`src/rtl/bit_serial_subtractor_if.sv`:
```
// Handshake/operand bundle for bit_serial_subtractor.
// The overflow signal exists only when SUB_OVERFLOW_EN is defined.
interface bit_serial_subtractor_if #(
  parameter int N = 8
);
  logic         start;
  logic [N-1:0] a;
  logic [N-1:0] b;
  logic         borrow_in;
  logic [N-1:0] diff;
  logic         borrow_out;
  logic         busy;
  logic         done;
`ifdef SUB_OVERFLOW_EN
  logic         overflow;
`endif

  modport master (
    output start, a, b, borrow_in,
    input  diff, borrow_out, busy, done
`ifdef SUB_OVERFLOW_EN
    , input overflow
`endif
  );

  modport slave (
    input  start, a, b, borrow_in,
    output diff, borrow_out, busy, done
`ifdef SUB_OVERFLOW_EN
    , output overflow
`endif
  );
endinterface

```
`src/rtl/bit_serial_subtractor.sv`:
```
// Bit-serial a - b - borrow_in, LSB first, one full-subtractor cell per clock.
// Optional signed overflow output is enabled by defining SUB_OVERFLOW_EN.
module bit_serial_subtractor #(
  parameter int N = 8
) (
  input  logic                   clk,
  input  logic                   rst_n,
  bit_serial_subtractor_if.slave bus
);
  localparam int CW = (N > 1) ? $clog2(N) : 1;

  typedef enum logic [1:0] {IDLE, RUN, DONE} state_t;

  state_t        state, state_nxt;
  logic [CW-1:0] cnt;
  logic [N-1:0]  a_sh, b_sh, res_sh, diff_q;
  logic          br_q, borrow_q, busy_q, done_q;
  logic          accept, last;
  logic [1:0]    fs;
`ifdef SUB_OVERFLOW_EN
  logic          ovf_q;
`endif

  // Returns {borrow_next, difference_bit}.
  function automatic logic [1:0] full_sub(input logic x, input logic y, input logic bi);
    return {(~x & y) | (~(x ^ y) & bi), x ^ y ^ bi};
  endfunction

  // DONE also accepts, so a held start gives one operation per N+1 clocks.
  assign accept = bus.start && (state == IDLE || state == DONE);
  assign last   = (cnt == CW'(N - 1));
  assign fs     = full_sub(a_sh[0], b_sh[0], br_q);

  always_ff @(posedge clk or negedge rst_n) begin
    if (!rst_n) state <= IDLE;
    else        state <= state_nxt;
  end

  always_comb begin
    state_nxt = state;
    case (state)
      IDLE:    if (bus.start) state_nxt = RUN;
      RUN:     if (last)      state_nxt = DONE;
      DONE:    state_nxt = bus.start ? RUN : IDLE;
      default: state_nxt = IDLE;
    endcase
  end

  // Control flops: busy/done are registered from the next state.
  always_ff @(posedge clk or negedge rst_n) begin
    if (!rst_n) begin
      busy_q <= 1'b0;
      done_q <= 1'b0;
    end else begin
      busy_q <= (state_nxt != IDLE);
      done_q <= (state_nxt == DONE);
    end
  end

  // Serial datapath; at the final bit a_sh[0]/b_sh[0] hold the operand MSBs.
  always_ff @(posedge clk or negedge rst_n) begin
    if (!rst_n) begin
      a_sh     <= '0;
      b_sh     <= '0;
      res_sh   <= '0;
      br_q     <= 1'b0;
      cnt      <= '0;
      diff_q   <= '0;
      borrow_q <= 1'b0;
`ifdef SUB_OVERFLOW_EN
      ovf_q    <= 1'b0;
`endif
    end else if (accept) begin
      a_sh   <= bus.a;
      b_sh   <= bus.b;
      br_q   <= bus.borrow_in;
      res_sh <= '0;
      cnt    <= '0;
    end else if (state == RUN) begin
      a_sh   <= {1'b0, a_sh[N-1:1]};
      b_sh   <= {1'b0, b_sh[N-1:1]};
      br_q   <= fs[1];
      res_sh <= {fs[0], res_sh[N-1:1]};
      if (last) begin
        diff_q   <= {fs[0], res_sh[N-1:1]};
        borrow_q <= fs[1];
`ifdef SUB_OVERFLOW_EN
        ovf_q    <= (a_sh[0] != b_sh[0]) && (fs[0] != a_sh[0]);
`endif
      end else begin
        cnt <= cnt + CW'(1);
      end
    end
  end

  assign bus.diff       = diff_q;
  assign bus.borrow_out = borrow_q;
  assign bus.busy       = busy_q;
  assign bus.done       = done_q;
`ifdef SUB_OVERFLOW_EN
  assign bus.overflow   = ovf_q;
`endif
endmodule

```
`src/flat_wrapper.sv`:
```
// flat-port wrapper written by rule: the top's interface ports become plain ports
module bit_serial_subtractor_flat 
#(
  parameter int N = 8
)
  (clk, rst_n, bus_start, bus_a, bus_b, bus_borrow_in, bus_diff, bus_borrow_out, bus_busy, bus_done);
  bit_serial_subtractor_if #(.N(N)) bus_i ();
  input  logic clk;
  input  logic rst_n;
  input wire logic [$bits(bus_i.start)-1:0] bus_start;
  input wire logic [$bits(bus_i.a)-1:0] bus_a;
  input wire logic [$bits(bus_i.b)-1:0] bus_b;
  input wire logic [$bits(bus_i.borrow_in)-1:0] bus_borrow_in;
  output wire logic [$bits(bus_i.diff)-1:0] bus_diff;
  output wire logic [$bits(bus_i.borrow_out)-1:0] bus_borrow_out;
  output wire logic [$bits(bus_i.busy)-1:0] bus_busy;
  output wire logic [$bits(bus_i.done)-1:0] bus_done;
  assign bus_i.start = bus_start;
  assign bus_i.a = bus_a;
  assign bus_i.b = bus_b;
  assign bus_i.borrow_in = bus_borrow_in;
  assign bus_diff = bus_i.diff;
  assign bus_borrow_out = bus_i.borrow_out;
  assign bus_busy = bus_i.busy;
  assign bus_done = bus_i.done;
  bit_serial_subtractor #(.N(N)) u_core (.clk(clk), .rst_n(rst_n), .bus(bus_i));
endmodule
```
`config.mk`:
```
export PLATFORM = sky130hd
export DESIGN_NAME = bit_serial_subtractor_flat
export DESIGN_NICKNAME = d
export VERILOG_FILES = /design/src/rtl/bit_serial_subtractor_if.sv /design/src/rtl/bit_serial_subtractor.sv /design/src/flat_wrapper.sv
export SDC_FILE = /design/constraint.sdc
export NUM_CORES = 1
export LEC_CHECK = 0
export BUFFER_PORTS_ARGS = -buffer_cell sky130_fd_sc_hd__buf_2
export CORE_UTILIZATION = 44
export CTS_BUF_LIST = sky130_fd_sc_hd__clkbuf_4
export DETAILED_ROUTE_END_ITERATION = 8
export PLACE_DENSITY = 0.65
export SLEW_MARGIN = 5
export SYNTH_ARGS = -nofsm -noshare
export SYNTH_HDL_FRONTEND = slang
export SYNTH_SLANG_ARGS = --single-unit
export TNS_END_PERCENT = 20
```
`constraint.sdc`:
```
create_clock -name clk -period 2.4 [get_ports clk]
set_input_delay 0 -clock clk [delete_from_list [all_inputs] [get_ports clk]]
set_output_delay 0 -clock clk [all_outputs]
set_load 0.03 [all_outputs]
```
Word-level counts from Yosys, hierarchy flattened
Index checks and enable logic that the tools add are counted.
{ "classes": {"addsub": 1, "eq_ne": 5, "mux": 15, "bitwise": 8, "reduce_logical": 7} }
{ "op_table": {"columns": ["operator", "count"], "rows": [
  ["8-bit 2-to-1 mux", 6],
  ["3-bit 2-to-1 mux", 3],
  ["2-bit one-hot mux with 3 select lines", 1],
  ["2-bit == test (second input constant)", 2],
  ["2-bit 2-to-1 mux", 2],
  ["2-bit nonzero test", 2],
  ["3-bit by 1-bit adder with 3-bit output (second input constant)", 1],
  ["3-bit == test (second input constant)", 1],
  ["1-bit 2-to-1 mux", 3],
  ["1-bit NOT", 3],
  ["3-bit AND reduction", 1],
  ["1-bit bitwise AND", 2],
  ["2-bit by 1-bit == test with 1-bit output (second input constant)", 1],
  ["2-bit zero test", 1],
  ["2-bit by 1-bit inequality test with 1-bit output (second input constant)", 1],
  ["2-bit AND reduction", 1],
  ["1-bit XOR", 2],
  ["1-bit logical AND", 1],
  ["1-bit logical OR", 1],
  ["1-bit OR", 1]
]} }
{ "totals": {"ff_bits": 41, "in_bits": 20, "output_inout_bits": 11, "word_cells": 46} }

Longest topological paths before layout
Gate-level depths: netlist of the first run.
{ "depth": {"word_depth": 6, "depth_mapped": 6, "ltp_nobuf": 6} }

Worst setup path before layout of the first run
Ideal clock, no wire load.
{ "synth_timing": {"kind": "register -> register", "startpoint": "register u_core.br_q", "endpoint": "register u_core.res_sh[7]", "setup_ps": 121, "arrival_time_ps": 1288, "required_time_ps": 2279, "path_slack_ps": 991, "path_stages_with_launch": 5, "n_path_buf": 0, "synth_period_minus_slack_ps": 1409, "cell_sequence": "dfrtp_1 > inv_1 > fa_1 > mux2_2 > a22o_1"} }
{ "synth_via": {"elab_chain_cells": 3} }
{ "synth_lines": {"columns": ["item", "line", "text"], "rows": [
  ["from (decl)", "bit_serial_subtractor.sv:17", "logic br_q, borrow_q, busy_q, done_q;"],
  ["from (signal assigned)", "bit_serial_subtractor.sv:76", "br_q <= bus.borrow_in;"],
  ["from (signal assigned)", "bit_serial_subtractor.sv:82", "br_q <= fs[1];"],
  ["1-bit XOR", "bit_serial_subtractor.sv:26", "return {(~x & y) | (~(x ^ y) & bi), x ^ y ^ bi};"],
  ["net u_core.fs[0]", "bit_serial_subtractor.sv:19", "logic [1:0] fs;"],
  ["8-bit 2-to-1 mux", "bit_serial_subtractor.sv:79", "end else if (state == RUN) begin"],
  ["8-bit 2-to-1 mux", "bit_serial_subtractor.sv:73", "end else if (accept) begin"],
  ["to (signal assigned)", "bit_serial_subtractor.sv:83", "res_sh <= {fs[0], res_sh[N-1:1]};"],
  ["to (decl)", "bit_serial_subtractor.sv:16", "logic [N-1:0] a_sh, b_sh, res_sh, diff_q;"]
]} }
The timed path passes the listed nets, and every way through them passes these cells. The select of a mux whose other input is x is not followed.
A chain may end at the register's enable or synchronous reset.

Final worst setup path of the first run
{ "layout_timing": {"startpoint": "register u_core.cnt[0]", "endpoint": "register u_core.diff_q[6] (netlist: u_core.bus.diff[6])"} }
{ "layout_via": {"elab_chain_cells": 2} }
{ "layout_lines": {"columns": ["item", "line", "text"], "rows": [
  ["from (decl)", "bit_serial_subtractor.sv:15", "logic [CW-1:0] cnt;"],
  ["from (signal assigned)", "bit_serial_subtractor.sv:91", "cnt <= cnt + CW'(1);"],
  ["3-bit == test", "bit_serial_subtractor.sv:31", "assign last = (cnt == CW'(N - 1));"],
  ["3-bit AND reduction (no line)", null, null],
  ["to (signal assigned)", "bit_serial_subtractor.sv:85", "diff_q <= {fs[0], res_sh[N-1:1]};"],
  ["to (decl)", "bit_serial_subtractor.sv:16", null]
]} }
No other way between the ends.

==> results.toml, run 1 <==
[layout]
fill_cells = 364
final_util = 0.564
seq_area_um2 = 1000
syn_to_final_growth_pct = 18.4
layout_common_cells = "dfrtp_1 (40), buf_2 (30), nand2_1 (29), dlygate4sd3_1 (18), a21oi_1 (17)"
multi_input_area_um2 = 851
num_antenna_cells = 0
mostFrequentLayoutCell = "dfrtp_1"
fin_nets = 250
drive_above_1_share = 0.197

[power]
switchingPower_uw = 1040
swShare = 0.391
clockPowerShare = 0.130
ir_drop_uv = 418
p_seq_frac = 0.459
combPwrFrac = 0.411
p_leak_uw = 0.00109
p_per_area_nw_per_um2 = 1140
intPower_uw = 1620

[logic_synthesis]
syn-num-nets = 205
syn_inst = 182
synth.avg_cell_area_um2 = 10.8
synth-seq-cells = 40
ys_types = 25
ys_seq_area_frac = 0.507
synth_area_um2 = 1970
yosysWarningCount = 0

[global_routing]
antenna_found_initial = 0
grt_usage = 0.179
grt_max_degree = 41
grt_pass1_vias = 1407
grt-ovfl-total = 0
grt_pass1_wl_mm = 6.24

[setup_path]
end_kind = "flip-flop"
r2r_start = "u_core.cnt[0]$_DFFE_PN0P_"
r2r_cells = 6
path_max_fanout = 12
crit_path_start_kind = "flip-flop"
setup.worst_path.start = "u_core.cnt[0]$_DFFE_PN0P_"
critPathMaxStageDelay_ns = 0.42
arrival_ns = 1.90
critPathSlowestCell = "dfrtp_1"
crit_chain = "ha_1, ha_1, nand3b_1, inv_2, nand2_1, nand2_1"
required_ns = 2.64
cp_num_buf_inv = 1
path_delay_family = "simple AND/OR/NAND/NOR gates"
crit_cells = 6
crit_type = "reg -> reg"

[hold_path]
min_from = "bus_start"
hp-class = "in -> reg"
min_path_cells = 3

[timing]
final-hold-violation-count = 0
slew_headroom = 0.414
period_needed_ns = 1.66
max_freq_mhz = 603
fin_setup_tns_ns = 0
worst_pin_slew_ns = 0.879
period_share = 0.691
setup_viol = 0
report.final.slew_viol_count = 0
rsz0062_at_grt = "false"
fin_skew_ns = 0.0117

[cts]
clk_pin_slew_ns = 0.12
clkSinkCount = 40
clockBufferDepth = 2
cts_tree = "yes"
clock_latency_ns = 0.34
clock-root-buffer = "clkbuf_4"
cts_made_buffers = 5
htreeDepth = 2

[drt]
drc = 0
drt_first_pass_iters = 4
drtIter0Drc = 97
postRouteAntennaNets = 0
vias = 1488
wl_mm = 3.77
via_per_inst = 5.35
wl_per_cell_um = 13.6

[floorplan]
io-pin-count = 31
die_y_um = 69.0
dieWidth_um = 69.0
start_util = 0.476
die-area_um2 = 4760
rows = 23
core_um2 = 4140

[run]
drv_cap = 0

[placed_design]
place_congestion = 0.728
portBuffers = 30
dp_hpwl_mm = 2.43

[outcome]
status = "finished, final reports clean"
[worst min-delay path: stages]
cell	delay [ns]
buf_2	0.30
mux2i_1	0.22
o21ai_1	0.07
[cell usage after synthesis]
cell type / number / share of area
nor2_1: 2 / 0.0038
nor2_4: 1 / 0.0057
a21oi_1: 17 / 0.043
clkbuf_1: 2 / 0.0038
dfrtp_1: 40 / 0.51
mux2_1: 6 / 0.034
mux2_2: 2 / 0.011
buf_2: 6 / 0.015
buf_4: 1 / 0.0038
o211ai_1: 2 / 0.0076
nand3_1: 4 / 0.010
mux2i_1: 16 / 0.081
xor2_1: 1 / 0.0044
ha_1: 2 / 0.013
buf_6: 2 / 0.011
o21ai_1: 3 / 0.0076
a22o_1: 8 / 0.035
buf_12: 2 / 0.020
inv_2: 2 / 0.0038
nor2b_1: 15 / 0.048
nand3b_1: 1 / 0.0038
fa_1: 1 / 0.010
nand2_1: 29 / 0.055
inv_1: 2 / 0.0038
a211oi_1: 15 / 0.057
[through the flow]
step / hold WS [ns] / cell area [µm²] / std cells / setup WS (ns) / power, µW
after global placement: 0.159 / 2100 / 252 / 0.815 / 2260
after floorplan: -0.296 / 1970 / 182 / 0.991 / 2070
after detailed placement: 0.170 / 2100 / 252 / 0.747 / 2320
after global routing: 0.312 / 2340 / 278 / 0.542 / 2890
final: 0.283 / 2340 / 278 / 0.741 / 2670
after CTS: 0.263 / 2340 / 278 / 0.723 / 2690
[final timing paths]
kind	end	slack (ns)
min in group asynchronous	u_core.res_sh[5]$_DFFE_PN0P_	0.31
max reg2reg	u_core.bus.diff[6]$_DFFE_PN0P_	0.74
max	u_core.bus.diff[6]$_DFFE_PN0P_	0.74
min	u_core.a_sh[7]$_DFFE_PN0P_	0.28
min reg2reg	u_core.bus.diff[4]$_DFFE_PN0P_	0.48
max in group asynchronous	u_core.res_sh[1]$_DFFE_PN0P_	1.54
[cells by family (layout without fill, tap and decap cells)]
| group | Yosys count | count (layout) | share of synthesized area |
|---|---|---|---|
| AO/OA/AOI/OAI | 45 | 45 | 0.151 |
| XOR/XNOR | 1 | 1 | 0.00444 |
| adder cells (fa/ha/maj) | 3 | 3 | 0.0228 |
| buffers and inverters | 17 | 63 | 0.0621 |
| flip-flops | 40 | 40 | 0.507 |
| multiplexers | 24 | 24 | 0.127 |
| AND/OR/NAND/NOR | 52 | 52 | 0.126 |
[state kept, by name (all words and copies together), names as in the netlist]
register / flops
u_core.res_sh: 7
u_core.b_sh: 8
u_core.br_q: 1
u_core.a_sh: 8
u_core.cnt: 3
u_core.bus.busy: 1
u_core.bus.borrow_out: 1
u_core.state: 2
u_core.bus.done: 1
u_core.bus.diff: 8
[area by class of cell]
type | instances | area share
clock inverter | 1 | 0.00161
multi-input combinational | 125 | 0.364
sequential | 40 | 0.428
inverter | 4 | 0.00642
tap | 50 | 0.0268
timing repair buffer | 51 | 0.151
clock buffer | 7 | 0.0225
[per-layer routing]
metal | track usage | vias to the layer above | share of wire
met1 | 0.216 | 717 | 0.47
li1 | - | 737 | -
met2 | 0.306 | 29 | 0.48
met4 | 0.0842 | 0 | 0.013
met3 | 0.0345 | 5 | 0.030
met5 | 0 | - | 0
[repair_timing]
action,CTS,global route
gates resized for setup,0,0
buffers inserted,0,0
endpoints found under the hold margin,57,0
hold buffers,18,0
[power by group through the flow]
stage	Clock (µW)	Sequential [µW]	Combinational, µW
after floorplan	0	1280	793
after global placement	0	1220	1050
after detailed placement	0	1240	1080
after CTS	359	1220	1110
after global routing	384	1270	1230
final	348	1220	1090
No activity file was read; power rests on OpenSTA's default activity.
==> run 2: changes to the inputs <==
==> constraint.sdc (replaced) <==
create_clock -name clk -period 1.6 [get_ports clk]
set_input_delay 0 -clock clk [delete_from_list [all_inputs] [get_ports clk]]
set_output_delay 0 -clock clk [all_outputs]
set_load 0.03 [all_outputs]
==> run 2 against run 1 <==
Compared with the run above: hold slack worse by 0.13 ns; final area rose by 3.0%; global-route usage rose by 0.30 points; via count fell by 0.60%; fmax is 12% higher; clock-buffer cell count decreased by 1; register-to-register slack worse by 0.62 ns; sequential cell count did not move; combinational power up 58%; die area unchanged; first-iteration DRC count fell by 5.2%; clock skew decreased by 0.0042 ns; highest routed layer unchanged.
==> results.toml, run 2 (same netlist as run 1, synthesis figures left out) <==
[outcome]
status = "finished, final reports clean"

[global_routing]
grt_pass1_wl_mm = 6.40
grt_max_degree = 22
grt_usage = 0.182
grt-ovfl-total = 0
grt_pass1_vias = 1433
antenna_found_initial = 0

[placed_design]
pre_cts_ws_ns = 0.149
portBuffers = 30
place_congestion = 0.735
place_area_um2 = 2180
dp_hpwl_mm = 2.63

[layout]
final_util = 0.582
multi_input_area_um2 = 851
num_antenna_cells = 0
seq_area_um2 = 1000
syn_to_final_growth_pct = 22.1
layout_common_cells = "dfrtp_1 (40), buf_2 (30), nand2_1 (29), dlygate4sd3_1 (18), a21oi_1 (17)"
mostFrequentLayoutCell = "dfrtp_1"
fin_nets = 257
fill_cells = 378
postLayoutCellArea_um2 = 2410
drive_above_1_share = 0.222

[timing]
slew_headroom = 0.657
period_share = 0.924
rsz0062_at_grt = "false"
worst_pin_slew_ns = 0.515
finalWorstSetupSlack_ns = 0.122
period_needed_ns = 1.48
report.final.slew_viol_count = 0
setup_viol = 0
final-hold-violation-count = 0
fin_skew_ns = 0.00749
fin_setup_tns_ns = 0
max_freq_mhz = 677

[floorplan]
die_y_um = 69.0
io-pin-count = 31
dieWidth_um = 69.0
start_util = 0.476
core_um2 = 4140
rows = 23
die-area_um2 = 4760

[cts]
cts_made_buffers = 5
clock-root-buffer = "clkbuf_4"
cts_tree = "yes"
clkSinkCount = 40
clockBufferDepth = 2
cts.repair.resized = 0
clock_latency_ns = 0.33
clk_pin_slew_ns = 0.11
htreeDepth = 2

[drt]
wl_per_cell_um = 13.3
vias = 1479
postRouteAntennaNets = 0
wl_mm = 3.79
drc = 0
drtIter0Drc = 92
via_per_inst = 5.21
drt_first_pass_iters = 4

[power]
power.total_uw = 4000
ir_drop_uv = 581
p_leak_uw = 0.00113
p_per_area_nw_per_um2 = 1660

[setup_path]
arrival_ns = 1.70
path_max_fanout = 3
crit_path_start_kind = "flip-flop"
required_ns = 1.83
end_kind = "flip-flop"
crit_type = "reg -> reg"

[run]
drv_cap = 0

[hold_path]
hp-class = "in -> async"
-- run 2: cell count changes in the layout (fill, tap and decap cells not counted), sizes merged --
cell    before  now
buf         33   40
clkbuf       7    6
-- run 2: critical path, cell delays in order, from the launching register on --
cell	delay (ns)
dfrtp_1	0.38
inv_1	0.07
fa_1	0.49
mux2_2	0.27
a22o_1	0.17
-- run 2: repair_timing --
item                      in CTS  in global routing
hold buffers                  18                  0
setup buffers                  0                  0
hold endpoints to repair      36                  0
-- run 2: final cells by class --
| type | count | share of cell area |
|---|---|---|
| flip-flops and latches | 40 | 0.415 |
| multi-input cells | 125 | 0.353 |
| well taps | 50 | 0.0260 |
| clock buffers | 6 | 0.0187 |
| repair buffers | 58 | 0.179 |
| inverters | 4 | 0.00623 |
| clock inverters | 1 | 0.00208 |
-- run 2: layer usage --
| layer | up-vias | wire length (µm) | global-route usage |
|---|---|---|---|
| met4 | 0 | 50 | 0.0612 |
| li1 | 743 | - | - |
| met1 | 705 | 1850 | 0.238 |
| met3 | 5 | 108 | 0.0362 |
| met2 | 26 | 1780 | 0.300 |
| met5 | - | 0 | 0 |
-- run 2: power by group --
group	switching [µW]	internal, µW	leakage (µW)
Combinational	898	824	0.000602
Clock	307	179	0.0000315
Sequential	339	1460	0.000497
Total	1540	2460	0.00113
-- run 2: path summary, 6_finish.rpt --
path | startpoint | endpoint | slack [ns] | cells past startpoint
max reg2reg | u_core.br_q$_DFFE_PN0P_ | u_core.res_sh[7]$_DFFE_PN0P_ | 0.12 | 4
min in group clk | bus_start | u_core.state[0]$_DFF_PN0_ | 0.18 | 2
max in group asynchronous | rst_n | u_core.b_sh[3]$_DFFE_PN0P_ | 0.95 | 3
min reg2reg | u_core.bus.diff[5]$_DFFE_PN0P_ | u_core.bus.diff[5]$_DFFE_PN0P_ | 0.48 | 2
min | rst_n | u_core.bus.diff[3]$_DFFE_PN0P_ | 0.15 | 2
max | u_core.br_q$_DFFE_PN0P_ | u_core.res_sh[7]$_DFFE_PN0P_ | 0.12 | 4
-- run 2: through the flow --
stage,hold slack (ns),instances
final,0.154,284
after global routing,0.197,284
after CTS,0.169,284
after detailed placement,-0.00102,259
after global placement,-0.0136,259
after floorplan,-0.296,182
